File: src/rtl/uart_pkg.sv
// Shared UART definitions: receiver state encoding, parity-mode codes and baud divider helper.
package uart_pkg;

  typedef enum logic [2:0] {
    StIdle,
    StStart,
    StData,
    StParity,
    StStop
  } rx_state_e;

  localparam int unsigned PAR_NONE = 0;
  localparam int unsigned PAR_ODD  = 1;
  localparam int unsigned PAR_EVEN = 2;

  // Clocks per bit; also used by the transmitter so both ends divide identically.
  function automatic int unsigned baud_cnt_max(input int unsigned clk_freq,
                                               input int unsigned baud_rate);
    return clk_freq / baud_rate;
  endfunction

endpackage

File: src/rtl/uart_rx_sync.sv
// Two-flop synchroniser for the asynchronous rx pin plus a falling-edge detector.
module uart_rx_sync (
  input  logic sys_clk,
  input  logic sys_rst,
  input  logic rx,
  output logic rx_s,
  output logic rx_fall
);

  logic meta_q, sync_q, dly_q;

  // Idle line is high, so reset to 1 to avoid a spurious edge after reset.
  always_ff @(posedge sys_clk) begin
    if (sys_rst) begin
      meta_q <= 1'b1;
      sync_q <= 1'b1;
      dly_q  <= 1'b1;
    end else begin
      meta_q <= rx;
      sync_q <= meta_q;
      dly_q  <= sync_q;
    end
  end

  assign rx_s    = sync_q;
  assign rx_fall = dly_q & ~sync_q;

endmodule

File: src/rtl/uart_rx_param.sv
// Parametrised UART receiver with parity/framing error reporting and false-start rejection.
// Define UART_RX_MAJORITY_EN to resolve each bit by 2-of-3 majority around the bit centre.
module uart_rx_param
  import uart_pkg::*;
#(
  parameter int unsigned CLK_FREQ    = 50_000_000,
  parameter int unsigned BAUD_RATE   = 9600,
  parameter int unsigned DATA_BITS   = 8,
  parameter int unsigned PARITY_MODE = 0,
  parameter int unsigned STOP_BITS   = 1
) (
  input  logic                 sys_clk,
  input  logic                 sys_rst,
  input  logic                 rx,
  output logic [DATA_BITS-1:0] po_data,
  output logic                 po_data_flag,
  output logic                 po_parity_err,
  output logic                 po_frame_err,
  output logic                 rx_busy
);

  localparam int unsigned     BaudMax  = baud_cnt_max(CLK_FREQ, BAUD_RATE);
  localparam int unsigned     CntW     = (BaudMax > 2) ? $clog2(BaudMax) : 1;
  localparam logic [CntW-1:0] CntLast  = CntW'(BaudMax - 1);
  localparam logic [3:0]      LastData = 4'(DATA_BITS - 1);
  localparam logic [3:0]      LastStop = 4'(STOP_BITS - 1);
  localparam logic            OddPar   = (PARITY_MODE == PAR_ODD);

  if (DATA_BITS < 5 || DATA_BITS > 9 || STOP_BITS < 1 || STOP_BITS > 2 ||
      PARITY_MODE > PAR_EVEN || BaudMax < 4) begin : gen_bad_params
    $error("uart_rx_param: illegal DATA_BITS, STOP_BITS, PARITY_MODE or baud ratio");
  end

  logic                 rx_s, rx_fall;
  rx_state_e            state_q, state_d;
  logic [CntW-1:0]      baud_cnt_q, baud_cnt_d;
  logic [3:0]           bit_cnt_q, bit_cnt_d;
  logic [DATA_BITS-1:0] shift_q;
  logic                 par_err_q, frm_err_q;
  logic [DATA_BITS-1:0] po_data_q;
  logic                 po_data_flag_q, po_parity_err_q, po_frame_err_q;
  logic                 cnt_wrap, samp_en, samp_bit;
  logic                 start_det, shift_en, par_chk, stop_chk, frame_done;

  uart_rx_sync u_sync (
    .sys_clk (sys_clk),
    .sys_rst (sys_rst),
    .rx      (rx),
    .rx_s    (rx_s),
    .rx_fall (rx_fall)
  );

  assign cnt_wrap = (baud_cnt_q == CntLast);

`ifdef UART_RX_MAJORITY_EN
  localparam logic [CntW-1:0] CntEarly = CntW'(BaudMax / 2 - 1);
  localparam logic [CntW-1:0] CntMid   = CntW'(BaudMax / 2);
  localparam logic [CntW-1:0] CntLate  = CntW'(BaudMax / 2 + 1);

  logic [1:0] early_q;

  always_ff @(posedge sys_clk) begin
    if (sys_rst) begin
      early_q <= 2'b11;
    end else begin
      if (baud_cnt_q == CntEarly) early_q[0] <= rx_s;
      if (baud_cnt_q == CntMid)   early_q[1] <= rx_s;
    end
  end

  assign samp_en  = (state_q != StIdle) && (baud_cnt_q == CntLate);
  assign samp_bit = (early_q[0] & early_q[1]) | (early_q[0] & rx_s) | (early_q[1] & rx_s);
`else
  localparam logic [CntW-1:0] CntMid = CntW'(BaudMax / 2);

  assign samp_en  = (state_q != StIdle) && (baud_cnt_q == CntMid);
  assign samp_bit = rx_s;
`endif

  // State register
  always_ff @(posedge sys_clk) begin
    if (sys_rst) begin
      state_q <= StIdle;
    end else begin
      state_q <= state_d;
    end
  end

  // Next-state logic
  always_comb begin
    state_d = state_q;
    unique case (state_q)
      StIdle: begin
        if (rx_fall) state_d = StStart;
      end
      StStart: begin
        if (samp_en && samp_bit) begin
          state_d = StIdle;
        end else if (cnt_wrap) begin
          state_d = StData;
        end
      end
      StData: begin
        if (cnt_wrap && (bit_cnt_q == LastData)) begin
          state_d = (PARITY_MODE != PAR_NONE) ? StParity : StStop;
        end
      end
      StParity: begin
        if (cnt_wrap) state_d = StStop;
      end
      StStop: begin
        // Leave at the last stop sample so a start edge in its second half is caught.
        if (samp_en && (bit_cnt_q == LastStop)) state_d = StIdle;
      end
      default: state_d = StIdle;
    endcase
  end

  // Output / control decode
  always_comb begin
    rx_busy    = (state_q != StIdle);
    start_det  = (state_q == StIdle) && rx_fall;
    shift_en   = (state_q == StData) && samp_en;
    par_chk    = (state_q == StParity) && samp_en;
    stop_chk   = (state_q == StStop) && samp_en;
    frame_done = stop_chk && (bit_cnt_q == LastStop);
  end

  always_comb begin
    baud_cnt_d = baud_cnt_q + CntW'(1);
    if (state_q == StIdle || state_d == StIdle || cnt_wrap) baud_cnt_d = '0;
  end

  // bit_cnt restarts at every state change, so it indexes data bits and then stop bits.
  always_comb begin
    bit_cnt_d = bit_cnt_q;
    if (state_q != state_d) begin
      bit_cnt_d = '0;
    end else if (cnt_wrap) begin
      bit_cnt_d = bit_cnt_q + 4'd1;
    end
  end

  always_ff @(posedge sys_clk) begin
    if (sys_rst) begin
      baud_cnt_q      <= '0;
      bit_cnt_q       <= '0;
      shift_q         <= '0;
      par_err_q       <= 1'b0;
      frm_err_q       <= 1'b0;
      po_data_q       <= '0;
      po_data_flag_q  <= 1'b0;
      po_parity_err_q <= 1'b0;
      po_frame_err_q  <= 1'b0;
    end else begin
      baud_cnt_q     <= baud_cnt_d;
      bit_cnt_q      <= bit_cnt_d;
      po_data_flag_q <= frame_done;
      if (start_det) begin
        par_err_q <= 1'b0;
        frm_err_q <= 1'b0;
      end
      // LSB arrives first; after DATA_BITS shifts it sits in bit 0.
      if (shift_en) shift_q <= {samp_bit, shift_q[DATA_BITS-1:1]};
      if (par_chk) par_err_q <= samp_bit ^ (^shift_q) ^ OddPar;
      if (stop_chk && !samp_bit) frm_err_q <= 1'b1;
      if (frame_done) begin
        po_data_q       <= shift_q;
        po_parity_err_q <= par_err_q;
        po_frame_err_q  <= frm_err_q | ~samp_bit;
      end
    end
  end

  assign po_data       = po_data_q;
  assign po_data_flag  = po_data_flag_q;
  assign po_parity_err = po_parity_err_q;
  assign po_frame_err  = po_frame_err_q;

endmodule

File: config.mk
export PLATFORM = sky130hd
export DESIGN_NAME = uart_rx_param
export DESIGN_NICKNAME = d
export VERILOG_FILES = /design/src/rtl/uart_pkg.sv /design/src/rtl/uart_rx_sync.sv /design/src/rtl/uart_rx_param.sv
export SDC_FILE = /design/constraint.sdc
export NUM_CORES = 1
export LEC_CHECK = 0
export CAP_MARGIN = 0
export CORE_UTILIZATION = 58
export CTS_BUF_LIST = sky130_fd_sc_hd__clkbuf_4 sky130_fd_sc_hd__clkbuf_8 sky130_fd_sc_hd__clkbuf_16
export DETAILED_ROUTE_END_ITERATION = 16
export PLACE_DENSITY_LB_ADDON = 0.2
export SLEW_MARGIN = 20
export SYNTH_ARGS = -nofsm -noshare
export SYNTH_HDL_FRONTEND = slang
export SYNTH_SLANG_ARGS = --single-unit
File: constraint.sdc
create_clock -name sys_clk -period 2.5 [get_ports sys_clk]
set_clock_uncertainty 0.05 [all_clocks]
set_input_delay 0.25 -clock sys_clk [delete_from_list [all_inputs] [get_ports sys_clk]]
set_output_delay 0.25 -clock sys_clk [all_outputs]
set_load 0.005 [all_outputs]
* After elaboration in Yosys (flattened, before gate mapping)
Index checks and enable logic that the tools add are counted.
Cells by class: add/subtract/negate cells 2, multipliers 0, divide/modulo/power cells 0, $lt $le $gt $ge 0, eq/ne operators 8, shift-type cells 0, multiplexer cells 10, bitwise gates (word level) 4, reductions and logical operators 22
Operator list (count):
- two-way mux 3 bit | 6
- case mux 3 bit (5 select lines) | 1
- adder 13 x 1 -> 13 bit (second input constant) | 1
- equality test 13 x 12 -> 1 bit (second input constant) | 1
- equality test 13 bit (second input constant) | 1
- logical AND 1 bit | 10
- parity 8 bit | 1
- equality test 3 x 2 -> 1 bit (second input constant) | 2
- zero test 3 bit | 2
- adder 4 x 1 -> 4 bit (second input constant) | 1
- equality test 4 x 3 -> 1 bit (second input constant) | 1
- zero test 4 bit | 1
- nonzero test 2 bit | 2
- OR reduction 2 bit | 2
- equality test 3 x 1 -> 1 bit (second input constant) | 1
- equality test 3 bit (second input constant) | 1
- two-way mux 1 bit | 3
- != test 3 bit | 1
- nonzero test 3 bit | 1
- logical OR 1 bit | 2
- AND 1 bit | 1
- zero test 1 bit | 1
- NOT 1 bit | 1
- bitwise OR 1 bit | 1
- bitwise XOR 1 bit | 1
Storage, ports and cells: register bits after elaboration 44, bits in latches 0, bits in writable memories 0, bits in read-only memories 0, input port bits 3, memories kept 0

* Longest topological paths before layout
Gate-level depths: netlist of the first run.
word-level depth 9, gate-level depth with buffers 7

* Modules after synthesis
Synthesis of the first run repeated with hierarchy kept, for this count alone.
Second synthesis, totals: cell total of the unflattened synthesis 210, area, all modules 1995.7 sq um
Modules (own cells, without submodules):
- uart_rx_param | times used 1, cells an instance 203, area each 1910.6 sq um, seq. area each 820.8 sq um
- uart_rx_sync | times used 1, cells an instance 7, area each 85.1 sq um, seq. area each 60.1 sq um

* Worst setup path before layout of the first run
No wires, ideal clock.
kind register to register, start point register baud_cnt_q[0], end point register baud_cnt_q[10], setup time 0.091 ns, data arrival time 1.582 ns, slack 0.777 ns, cell stages (with the launch flop) 7, path buffers 1, clock period less this slack 1.723 ns, cells stage by stage dfxtp_1 > ha_1 > and4bb_4 > a41oi_1 > or2_4 > buf_6 > a311oi_1
Between the ends: cells in the longest elaborated chain, start to end 9, elaborated cells on any way between the ends 17, those cells by class add/sub (1); eq/ne (2); mux (6); reduce/logical (8)
Ends and longest elaborated chain:
- start: declaration | RTL line uart_rx_param.sv:36 | logic [CntW-1:0] baud_cnt_q, baud_cnt_d;
- start signal: assignment | RTL line uart_rx_param.sv:156 | baud_cnt_q <= baud_cnt_d;
- equality test 13 x 12 -> 1 bit | RTL line uart_rx_param.sv:76 | assign samp_en = (state_q != StIdle) && (baud_cnt_q == CntMid);
- logical AND 1 bit | RTL line uart_rx_param.sv:76
- logical AND 1 bit (on tied branches) | RTL line uart_rx_param.sv:113, uart_rx_param.sv:97
- two-way mux 3 bit (on tied branches) | RTL line uart_rx_param.sv:113, uart_rx_param.sv:97
- case mux 3 bit (5 select lines) | RTL line uart_rx_param.sv:92 | unique case (state_q)
- zero test 3 bit | RTL line uart_rx_param.sv:131 | if (state_q == StIdle || state_d == StIdle || cnt_wrap) baud_cnt_d = '0;
- logical OR 1 bit (2 in series) | RTL line uart_rx_param.sv:131
- OR reduction 2 bit (no line)
Parallel ways exist; a longest one is shown, timed or not. A chain may end at the register's enable or synchronous reset.

* Final worst setup path of the first run
start point register baud_cnt_q[0], end point register baud_cnt_q[7]
The elaborated chain is that of the path after synthesis.

==> flow_metrics.py, run 1 <==
metrics = {
    "logic_synthesis": {
        "synth_top_family_by_area": "simple AND/OR/NAND/NOR gates",
        "synthXorXnorAreaFrac_pct": 8.66,
        "yosysTopAreaCell": "dfxtp_1",
        "synthAdderAreaFrac_pct": 2.29,
        "synth_edf_count": 0,
        "syn_nets": 243,
        "synth_top_area_share_pct": 40.4,
        "async_flop_share_pct": 0,
        "yosys.area_share.simple_pct": 22.7,
        "synth_compound_area_share_pct": 15.9,
        "syn_inst": 236,
        "yosysWarnings": 0,
        "synthFlopType": "dfxtp_1",
        "avgSynthCellArea_um2": 9.25,
        "seq_area_frac_synth_pct": 40.4,
        "ys_ff_latch": 44,
        "synthTopCellsByArea": "dfxtp_1 40%, xnor2_1 6.4%, nand3_1 4.4%",
        "syn_area_mm2": 0.00218,
        "muxShareOfSynthArea_pct": 4.13,
        "yosysUniqueCellTypes": 45,
    },
    "placement": {
        "placed_area_mm2": 0.00231,
        "dp.cells": 283,
        "place_congestion": 0.830,
        "hpwlAfterDp_um": 3060,
        "io_buffers": 14,
    },
    "clocking": {
        "cts_tree": "yes",
        "cts_resized": 0,
        "cts_hold_buf": 0,
        "cts_root_buf": "clkbuf_8",
        "cts_buffers": 5,
        "post_cts_buffers": 0,
        "clkLatencyLatePin_ns": 0.30,
        "path_clk_slew_ns": 0.08,
        "htree_num_levels": 2,
        "cts_sinks": 44,
        "cts_buffer_depth": 2,
    },
    "sta": {
        "period_needed_ns": 2.08,
        "setup_violations": 0,
        "tns_ns": 0,
        "slew-limit-headroom_pct": 56.2,
        "rsz0062_at_grt": "no",
        "holdWs_ns": 0.370,
        "fin_crit_sh_pct": 83.2,
        "worst_slew_pin_slew_ns": 0.653,
        "slew_viol_final": 0,
        "final-hold-violation-count": 0,
        "timing.fmax_mhz": 481,
    },
    "cells_and_area": {
        "utilization_pct": 69.8,
        "n_antenna_cell": 0,
        "post-route-cell-area_mm2": 0.00242,
        "final_cell_count_no_fill": 291,
        "nets": 251,
        "area_delta_synth_final_pct": 11.0,
        "drive_gt1_share_pct": 10.2,
    },
    "route": {
        "num_vias": 1791,
        "drtPass1Iterations": 4,
        "drcViolationCount": 0,
        "ant_nets": 0,
        "drt_iter0_markers": 223,
        "routed_wl_um": 4700,
        "wl_per_cell_um": 16.1,
        "vias_per_cell": 6.15,
    },
    "power_and_ir_drop": {
        "ir_drop_uv": 532,
        "power.density_mw_per_mm2": 535,
        "power_leakage_nw": 0.847,
    },
    "grt": {
        "antenna_found_initial": 0,
        "grtUsageTotal_pct": 26.1,
        "grt_max_degree": 27,
        "overflow": 0,
        "grt_pass1_wl_um": 8090,
        "grt_pass1_vias": 1667,
    },
    "floorplan": {
        "start_util_pct": 62.9,
        "fp.dieH_um": 63.3,
        "die_x_um": 63.3,
        "core_mm2": 0.00347,
        "io_pins": 15,
        "dieArea_mm2": 0.00401,
        "std_cell_rows": 21,
    },
    "setup_path": {
        "crit_type": "register to register",
        "r2r_slack_ns": 0.42,
        "cp.required_ns": 2.59,
        "arrival_ns": 2.17,
        "cp-end-kind": "register",
        "startpoint_type": "register",
        "crit_path_max_fanout": 14,
    },
    "job": {
        "maxCapViolCount": 0,
    },
    "hold_path": {
        "hold_class": "register to register",
    },
    "status": {
        "outcome": "completed",
    },
}
==> final timing paths <==
check | cells after the start | end | from
worst max-delay path | 5 | baud_cnt_q[7] | baud_cnt_q[0]
worst min register to register | 1 | u_sync.rx_s | u_sync.meta_q
worst min-delay path | 1 | u_sync.rx_s | u_sync.meta_q
worst max register to register | 5 | baud_cnt_q[7] | baud_cnt_q[0]
==> per-layer routing <==
metal | GRT usage (%) | routed length (µm) | vias to the layer above
li1 | - | - | 880
met1 | 34.8 | 2260 | 857
met2 | 38.2 | 2090 | 41
met3 | 7.07 | 192 | 13
met4 | 13.4 | 154 | 0
met5 | 0 | 0 | -
==> area by class of cell <==
cell class	count	area [µm²]
Timing Repair Buffer	16	155
Fill cell	311	1050
Inverter	12	45.0
Tap cell	46	57.6
Clock buffer	6	76.3
Sequential cell	44	881
Multi-Input combinational cell	165	1170
Clock inverter	2	35.0
==> synth_stat cells (2+ instances only) <==
| cell | count |
|---|---|
| or3_1 | 2 |
| and3_1 | 5 |
| nand3_1 | 19 |
| xor2_1 | 3 |
| nor3_1 | 7 |
| nor2b_1 | 2 |
| buf_2 | 4 |
| dfxtp_1 | 44 |
| nand4_1 | 7 |
| and4bb_2 | 5 |
| or2_2 | 2 |
| a311oi_1 | 10 |
| buf_6 | 3 |
| xnor2_1 | 16 |
| inv_1 | 12 |
| nand2_1 | 7 |
| ha_1 | 4 |
| a21oi_1 | 12 |
| nor2_1 | 14 |
| nor3b_1 | 3 |
| o21ai_0 | 9 |
| clkbuf_1 | 7 |
| a31oi_1 | 3 |
| nor4_1 | 3 |
| a211oi_1 | 5 |
| mux2i_1 | 9 |
==> critical path: stages (launching register included) <==
cell and delay (ns):
dfxtp_1 0.40, ha_1 0.27, and4bb_4 0.32, a311oi_2 0.14, a21boi_2 0.55, a311oi_1 0.20
==> flip-flops by register name, indices dropped and copies added (netlist names), 3 cells and up <==
| signal | count |
|---|---|
| bit_cnt_q | 4 |
| state_q | 3 |
| po_data | 8 |
| baud_cnt_q | 13 |
| shift_q | 8 |
==> cell usage in the layout (no fill, tap or decap), types with 2 or more instances in the layout <==
master and n:
dfxtp_1 44, nand3_1 19, xnor2_1 16, nor2_1 14, clkdlybuf4s50_1 14, inv_1 12
a21oi_1 12, a311oi_1 10, o21ai_0 9, mux2i_1 9, nor3_1 7, nand2_1 7
nand4_1 7, and4bb_2 5, and3_1 5, a211oi_1 5, clkbuf_8 5, ha_1 4
nor3b_1 3, nor4_1 3, xor2_1 3, a31oi_1 3, or3_1 2, nor2b_1 2
or2_2 2, buf_4 2
==> power breakdown <==
part / switching (W) / total (W) / internal, W / leakage [nW]
Clock: 0.000241 / 0.000548 / 0.000307 / 0.0586
Combinational: 0.0000256 / 0.0000400 / 0.0000144 / 0.433
Sequential: 0.00000335 / 0.000706 / 0.000703 / 0.355
==> stage by stage <==
step                      power (W)  setup slack, ns
final                       0.00129            0.419
after global routing        0.00134            0.265
after CTS                   0.00131            0.457
after detailed placement   0.000762            0.482
after global placement     0.000761            0.509
after floorplan            0.000752            0.777
==> cell families after synthesis <==
group                      count (synthesis)
AOI/OAI and AO/OA                         49
and+or+nand+nor                           83
muxes                                      9
xor gates and xnor gates                  20
DFF                                       44
buffers and inverters                     27
adders and majority gates                  4
(Power assumes the default switching activity.)
==> run 2, diff against run 1 <==
==> constraint.sdc (replaced) <==
create_clock -name sys_clk -period 2 [get_ports sys_clk]
set_clock_uncertainty 0.05 [all_clocks]
set_input_delay 0.2 -clock sys_clk [delete_from_list [all_inputs] [get_ports sys_clk]]
set_output_delay 0.2 -clock sys_clk [all_outputs]
set_load 0.005 [all_outputs]
==> run 2 against run 1 <==
Against the previous run:
- die area did not move
- clock-buffer cell count stayed put
- critical path depth stayed put
- register-to-register slack got worse by 0.28 ns
- worst hold slack worse by 0.0022 ns
- sequential power grew 25%
- clock power grew 22%
- first-iteration DRC count fell by 31%
- via count fell by 2.0%
- sequential share of layout area down 1.0 points
==> flow_metrics.py, run 2 (synthesized netlist as in run 1, its figures left out) <==
metrics = {
    "sta": {
        "setup_violations": 0,
        "holdWs_ns": 0.368,
        "tns_ns": 0,
        "timing.fmax_mhz": 537,
        "final-hold-violation-count": 0,
        "slew-limit-headroom_pct": 68.0,
        "worst_slew_pin_slew_ns": 0.479,
        "fin_crit_sh_pct": 93.1,
        "slew_viol_final": 0,
        "rsz0062_at_grt": "no",
        "period_needed_ns": 1.86,
    },
    "cells_and_area": {
        "drive_gt1_share_pct": 13.2,
        "final_cell_mix": "44 x dfxtp_1, 19 x nand3_1, 16 x xnor2_1",
        "area_delta_synth_final_pct": 14.2,
        "multi_input_area_mm2": 0.00120,
        "seq_area_um2": 881,
        "nets": 256,
        "nFillCells": 294,
        "layout_commonest_cell": "dfxtp_1",
        "regMostFlops": "baud_cnt_q",
        "largest_reg_flops": 13,
        "n_antenna_cell": 0,
    },
    "placement": {
        "io_buffers": 14,
        "place_congestion": 0.780,
        "hpwlAfterDp_um": 3050,
    },
    "clocking": {
        "cts_buffer_depth": 2,
        "path_clk_slew_ns": 0.08,
        "cts_hold_buf": 0,
        "post_cts_buffers": 0,
        "cts_sinks": 44,
        "cts_root_buf": "clkbuf_8",
        "cts_buffers": 5,
        "htree_num_levels": 2,
        "clkLatencyLatePin_ns": 0.29,
        "cts_tree": "yes",
    },
    "power_and_ir_drop": {
        "p_comb_share_pct": 3.4,
        "power_leakage_nw": 0.881,
        "seqPwrFrac_pct": 54.9,
        "ir_drop_uv": 429,
        "power_frac_clock_pct": 41.7,
        "power.density_mw_per_mm2": 646,
        "internal-power_w": 0.00128,
        "p_switching_w": 0.000325,
        "swShare_pct": 20.2,
    },
    "route": {
        "vias_per_cell": 5.93,
        "drcViolationCount": 0,
        "wl_per_cell_um": 15.2,
        "routed_wl_um": 4500,
        "num_vias": 1756,
        "drt_iter0_markers": 154,
        "ant_nets": 0,
        "drtPass1Iterations": 4,
    },
    "floorplan": {
        "core_mm2": 0.00347,
        "die_x_um": 63.3,
        "fp.dieH_um": 63.3,
        "io_pins": 15,
        "dieArea_mm2": 0.00401,
        "start_util_pct": 62.9,
        "std_cell_rows": 21,
    },
    "grt": {
        "grt_max_degree": 24,
        "grt_pass1_vias": 1626,
        "antenna_found_initial": 0,
        "grtUsageTotal_pct": 24.4,
        "overflow": 0,
        "grt_pass1_wl_um": 7740,
    },
    "job": {
        "maxCapViolCount": 0,
    },
    "setup_path": {
        "cp.required_ns": 2.16,
        "cp-end-kind": "register",
        "crit_path_max_fanout": 6,
        "slowest_stage": "dfxtp_1",
        "crit_type": "register to register",
        "arrival_ns": 2.02,
        "path_cells": "ha_2 > and4bb_4 > nand3_1 > or3_1 > a211oi_1",
        "cp_top_family": "simple AND/OR/NAND/NOR gates",
        "path_buf_inv": 0,
        "startpoint_type": "register",
        "max_stage_delay_ns": 0.40,
    },
    "status": {
        "outcome": "completed",
    },
    "hold_path": {
        "hold_class": "register to register",
    },
}
==> run 2: timing repair <==
action	CTS	global route
resized for setup	0	5
endpoints found under the hold margin	0	0
endpoints found under the setup margin	0	15
==> run 2: metal layers <==
| layer | up-vias | GRT usage [%] | part of all wire, % |
|---|---|---|---|
| met3 | 5 | 4.35 | 2.8 |
| met1 | 830 | 36.5 | 52 |
| met5 | - | 0 | 0 |
| met4 | 0 | 9.09 | 1.1 |
| met2 | 32 | 34.6 | 44 |
| li1 | 889 | - | - |
==> run 2: path summary, 6_finish.rpt <==
kind / cells after the start / endpoint / slack, ns / from
worst max-delay path: 5 / state_q[1] / 0.14 / baud_cnt_q[0]
worst max register to register: 5 / state_q[1] / 0.14 / baud_cnt_q[0]
worst min-delay path: 1 / u_sync.rx_s / 0.37 / u_sync.meta_q
worst min register to register: 1 / u_sync.rx_s / 0.37 / u_sync.meta_q
==> run 2: power groups by stage <==
stage,registers (W),clock network [W],logic (W)
final,0.000883,0.000671,0.0000551
after CTS,0.000883,0.000687,0.0000498
after global routing,0.000884,0.000726,0.0000606
after floorplan,0.000901,0,0.0000389
after global placement,0.000903,0,0.0000493
after detailed placement,0.000903,0,0.0000497
==> run 2: area by class of cell <==
cell class / count / share of cell area, %
Multi-Input combinational cell: 165 / 48.3
Sequential cell: 44 / 35.4
Timing Repair Buffer: 21 / 7.73
Clock buffer: 6 / 3.06
Tap cell: 46 / 2.31
Inverter: 12 / 1.81
Clock inverter: 2 / 1.41
==> run 2: metrics by stage <==
| stage | util [%] | total power, W | std cells | setup WS, ns | instance area (µm²) |
|---|---|---|---|---|---|
| 6_report | 71.8 | 0.00161 | 296 | 0.138 | 2490 |
| 2_1_floorplan | - | 0.000940 | 236 | 0.277 | 2180 |
| 4_1_cts | 70.9 | 0.00162 | 296 | 0.00601 | 2460 |
| 5_1_grt | 71.8 | 0.00167 | 296 | 0.00275 | 2490 |
| 3_3_place_gp | 67.7 | 0.000953 | 288 | 0.0911 | 2350 |
| 3_5_place_dp | 67.7 | 0.000953 | 288 | 0.0144 | 2350 |
==> run 3, diff against run 2 <==
--- a/config.mk
+++ b/config.mk
@@ -6,9 +6,10 @@
 export NUM_CORES = 1
 export LEC_CHECK = 0
 export CAP_MARGIN = 0
-export CORE_UTILIZATION = 58
+export CORE_UTILIZATION = 61
 export CTS_BUF_LIST = sky130_fd_sc_hd__clkbuf_4 sky130_fd_sc_hd__clkbuf_8 sky130_fd_sc_hd__clkbuf_16
 export DETAILED_ROUTE_END_ITERATION = 16
+export MAX_ROUTING_LAYER = met4
 export PLACE_DENSITY_LB_ADDON = 0.2
 export SLEW_MARGIN = 20
 export SYNTH_ARGS = -nofsm -noshare
==> constraint.sdc (replaced) <==
create_clock -name sys_clk -period 2.2 [get_ports sys_clk]
set_clock_uncertainty 0.05 [all_clocks]
set_input_delay 0.22 -clock sys_clk [delete_from_list [all_inputs] [get_ports sys_clk]]
set_output_delay 0.22 -clock sys_clk [all_outputs]
set_load 0.005 [all_outputs]
==> run 3 against run 2 <==
Against the previous run:
- via count rose by 1.7%
- global-route usage rose by 1.9 points
- wire length fell by 2.8%
- combinational power fell by 11%
- highest routed layer unchanged
- first-iteration DRC count rose by 33%
- clock-buffer cell count did not move
- final area fell by 3.8%
- total power fell by 24%
- sequential share of layout area rose by 1.4 points
- final cell count fell by 0.34%
- largest power group unchanged
==> flow_metrics.py, run 3 (synthesized netlist as in run 1, its figures left out) <==
metrics = {
    "route": {
        "drt_iter0_markers": 205,
        "ant_nets": 0,
        "vias_per_cell": 6.05,
        "routed_wl_um": 4380,
        "drtPass1Iterations": 4,
        "num_vias": 1786,
        "drcViolationCount": 0,
        "wl_per_cell_um": 14.8,
    },
    "power_and_ir_drop": {
        "power_leakage_nw": 0.845,
        "internal-power_w": 0.000950,
        "p_comb_share_pct": 4.0,
        "ir_drop_uv": 398,
        "power_frac_clock_pct": 30.3,
        "power.density_mw_per_mm2": 510,
        "p_switching_w": 0.000273,
        "swShare_pct": 22.3,
        "seqPwrFrac_pct": 65.7,
    },
    "grt": {
        "grtUsageTotal_pct": 26.3,
        "grt_max_degree": 19,
        "grt_pass1_vias": 1509,
        "grt_pass1_wl_um": 7040,
        "overflow": 0,
        "antenna_found_initial": 0,
    },
    "cells_and_area": {
        "utilization_pct": 70.7,
        "n_antenna_cell": 0,
        "drive_gt1_share_pct": 11.6,
        "nFillCells": 269,
        "area_delta_synth_final_pct": 9.86,
        "nets": 256,
        "final_cell_mix": "44 x dfxtp_1, 19 x nand3_1, 16 x xnor2_1",
        "regMostFlops": "baud_cnt_q",
        "layout_commonest_cell": "dfxtp_1",
        "largest_reg_flops": 13,
    },
    "floorplan": {
        "start_util_pct": 64.4,
        "dieArea_mm2": 0.00382,
        "core_mm2": 0.00339,
        "std_cell_rows": 21,
        "io_pins": 15,
        "fp.dieH_um": 61.8,
        "die_x_um": 61.8,
    },
    "sta": {
        "fin_crit_sh_pct": 88.1,
        "timing.fmax_mhz": 516,
        "period_needed_ns": 1.94,
        "worst_slew_pin_slew_ns": 0.422,
        "holdWs_ns": 0.371,
        "final-hold-violation-count": 0,
        "slew_viol_final": 0,
        "rsz0062_at_grt": "no",
        "setup_violations": 0,
        "tns_ns": 0,
        "slew-limit-headroom_pct": 71.8,
    },
    "clocking": {
        "cts_sinks": 44,
        "htree_num_levels": 2,
        "cts_resized": 0,
        "path_clk_slew_ns": 0.11,
        "post_cts_buffers": 0,
        "cts_hold_buf": 0,
        "clkLatencyLatePin_ns": 0.35,
        "cts_buffer_depth": 2,
        "cts_root_buf": "clkbuf_4",
        "cts_tree": "yes",
        "cts_buffers": 5,
    },
    "setup_path": {
        "crit_type": "register to output pin",
        "startpoint_type": "register",
        "crit_path_max_fanout": 8,
        "r2r_slack_ns": 0.28,
        "cp.required_ns": 1.93,
        "arrival_ns": 1.67,
        "cp-end-kind": "output pin",
    },
    "job": {
        "maxCapViolCount": 0,
    },
    "hold_path": {
        "hold_class": "register to register",
    },
    "placement": {
        "io_buffers": 14,
        "hpwlAfterDp_um": 3110,
        "place_congestion": 0.868,
    },
    "status": {
        "outcome": "completed",
    },
}
## run 3: power by group through the flow
stage	combinational (W)	clock (W)	sequential (W)
floorplan	0.0000353	0	0.000819
global placement	0.0000492	0	0.000821
detailed placement	0.0000491	0	0.000821
CTS	0.0000490	0.000381	0.000803
global route	0.0000540	0.000416	0.000804
finish	0.0000492	0.000371	0.000803
## run 3: cell type report
| type | count | area (µm²) | area share, % |
|---|---|---|---|
| clock inverter | 1 | 5.00 | 0.209 |
| tap | 46 | 57.6 | 2.40 |
| timing repair buffer | 21 | 193 | 8.04 |
| inverter | 12 | 45.0 | 1.88 |
| clock buffer | 6 | 45.0 | 1.88 |
| sequential | 44 | 881 | 36.7 |
| multi-input combinational | 165 | 1170 | 48.9 |
## run 3: metal layers
metal	wire [µm]	part of all wire (%)	GRT usage, %
met5	0	0	-
met4	63	1.4	8.89
met2	1960	45	38.1
met3	186	4.2	4.97
met1	2160	49	36.7
## run 3: critical path: stages (launching register included)
cell and delay [ns]:
dfxtp_1 0.40, nor3_1 0.40, inv_1 0.07, clkdlybuf4s50_1 0.45
## run 3: path summary, 6_finish.rpt
check | startpoint | endpoint | cells past startpoint
max | state_q[0] | rx_busy | 3
min | u_sync.meta_q | u_sync.rx_s | 1
max reg2reg | baud_cnt_q[0] | baud_cnt_q[11] | 6
min reg2reg | u_sync.meta_q | u_sync.rx_s | 1
## run 3: per-stage QoR
step                      area, µm²  std cells  setup WS (ns)  power, W
final                          2400        295          0.262   0.00122
after global routing           2400        295          0.141   0.00127
after CTS                      2400        295          0.256   0.00123
after detailed placement       2350        288          0.337  0.000870
after global placement         2350        288          0.415  0.000870
after floorplan                2180        236          0.477  0.000854
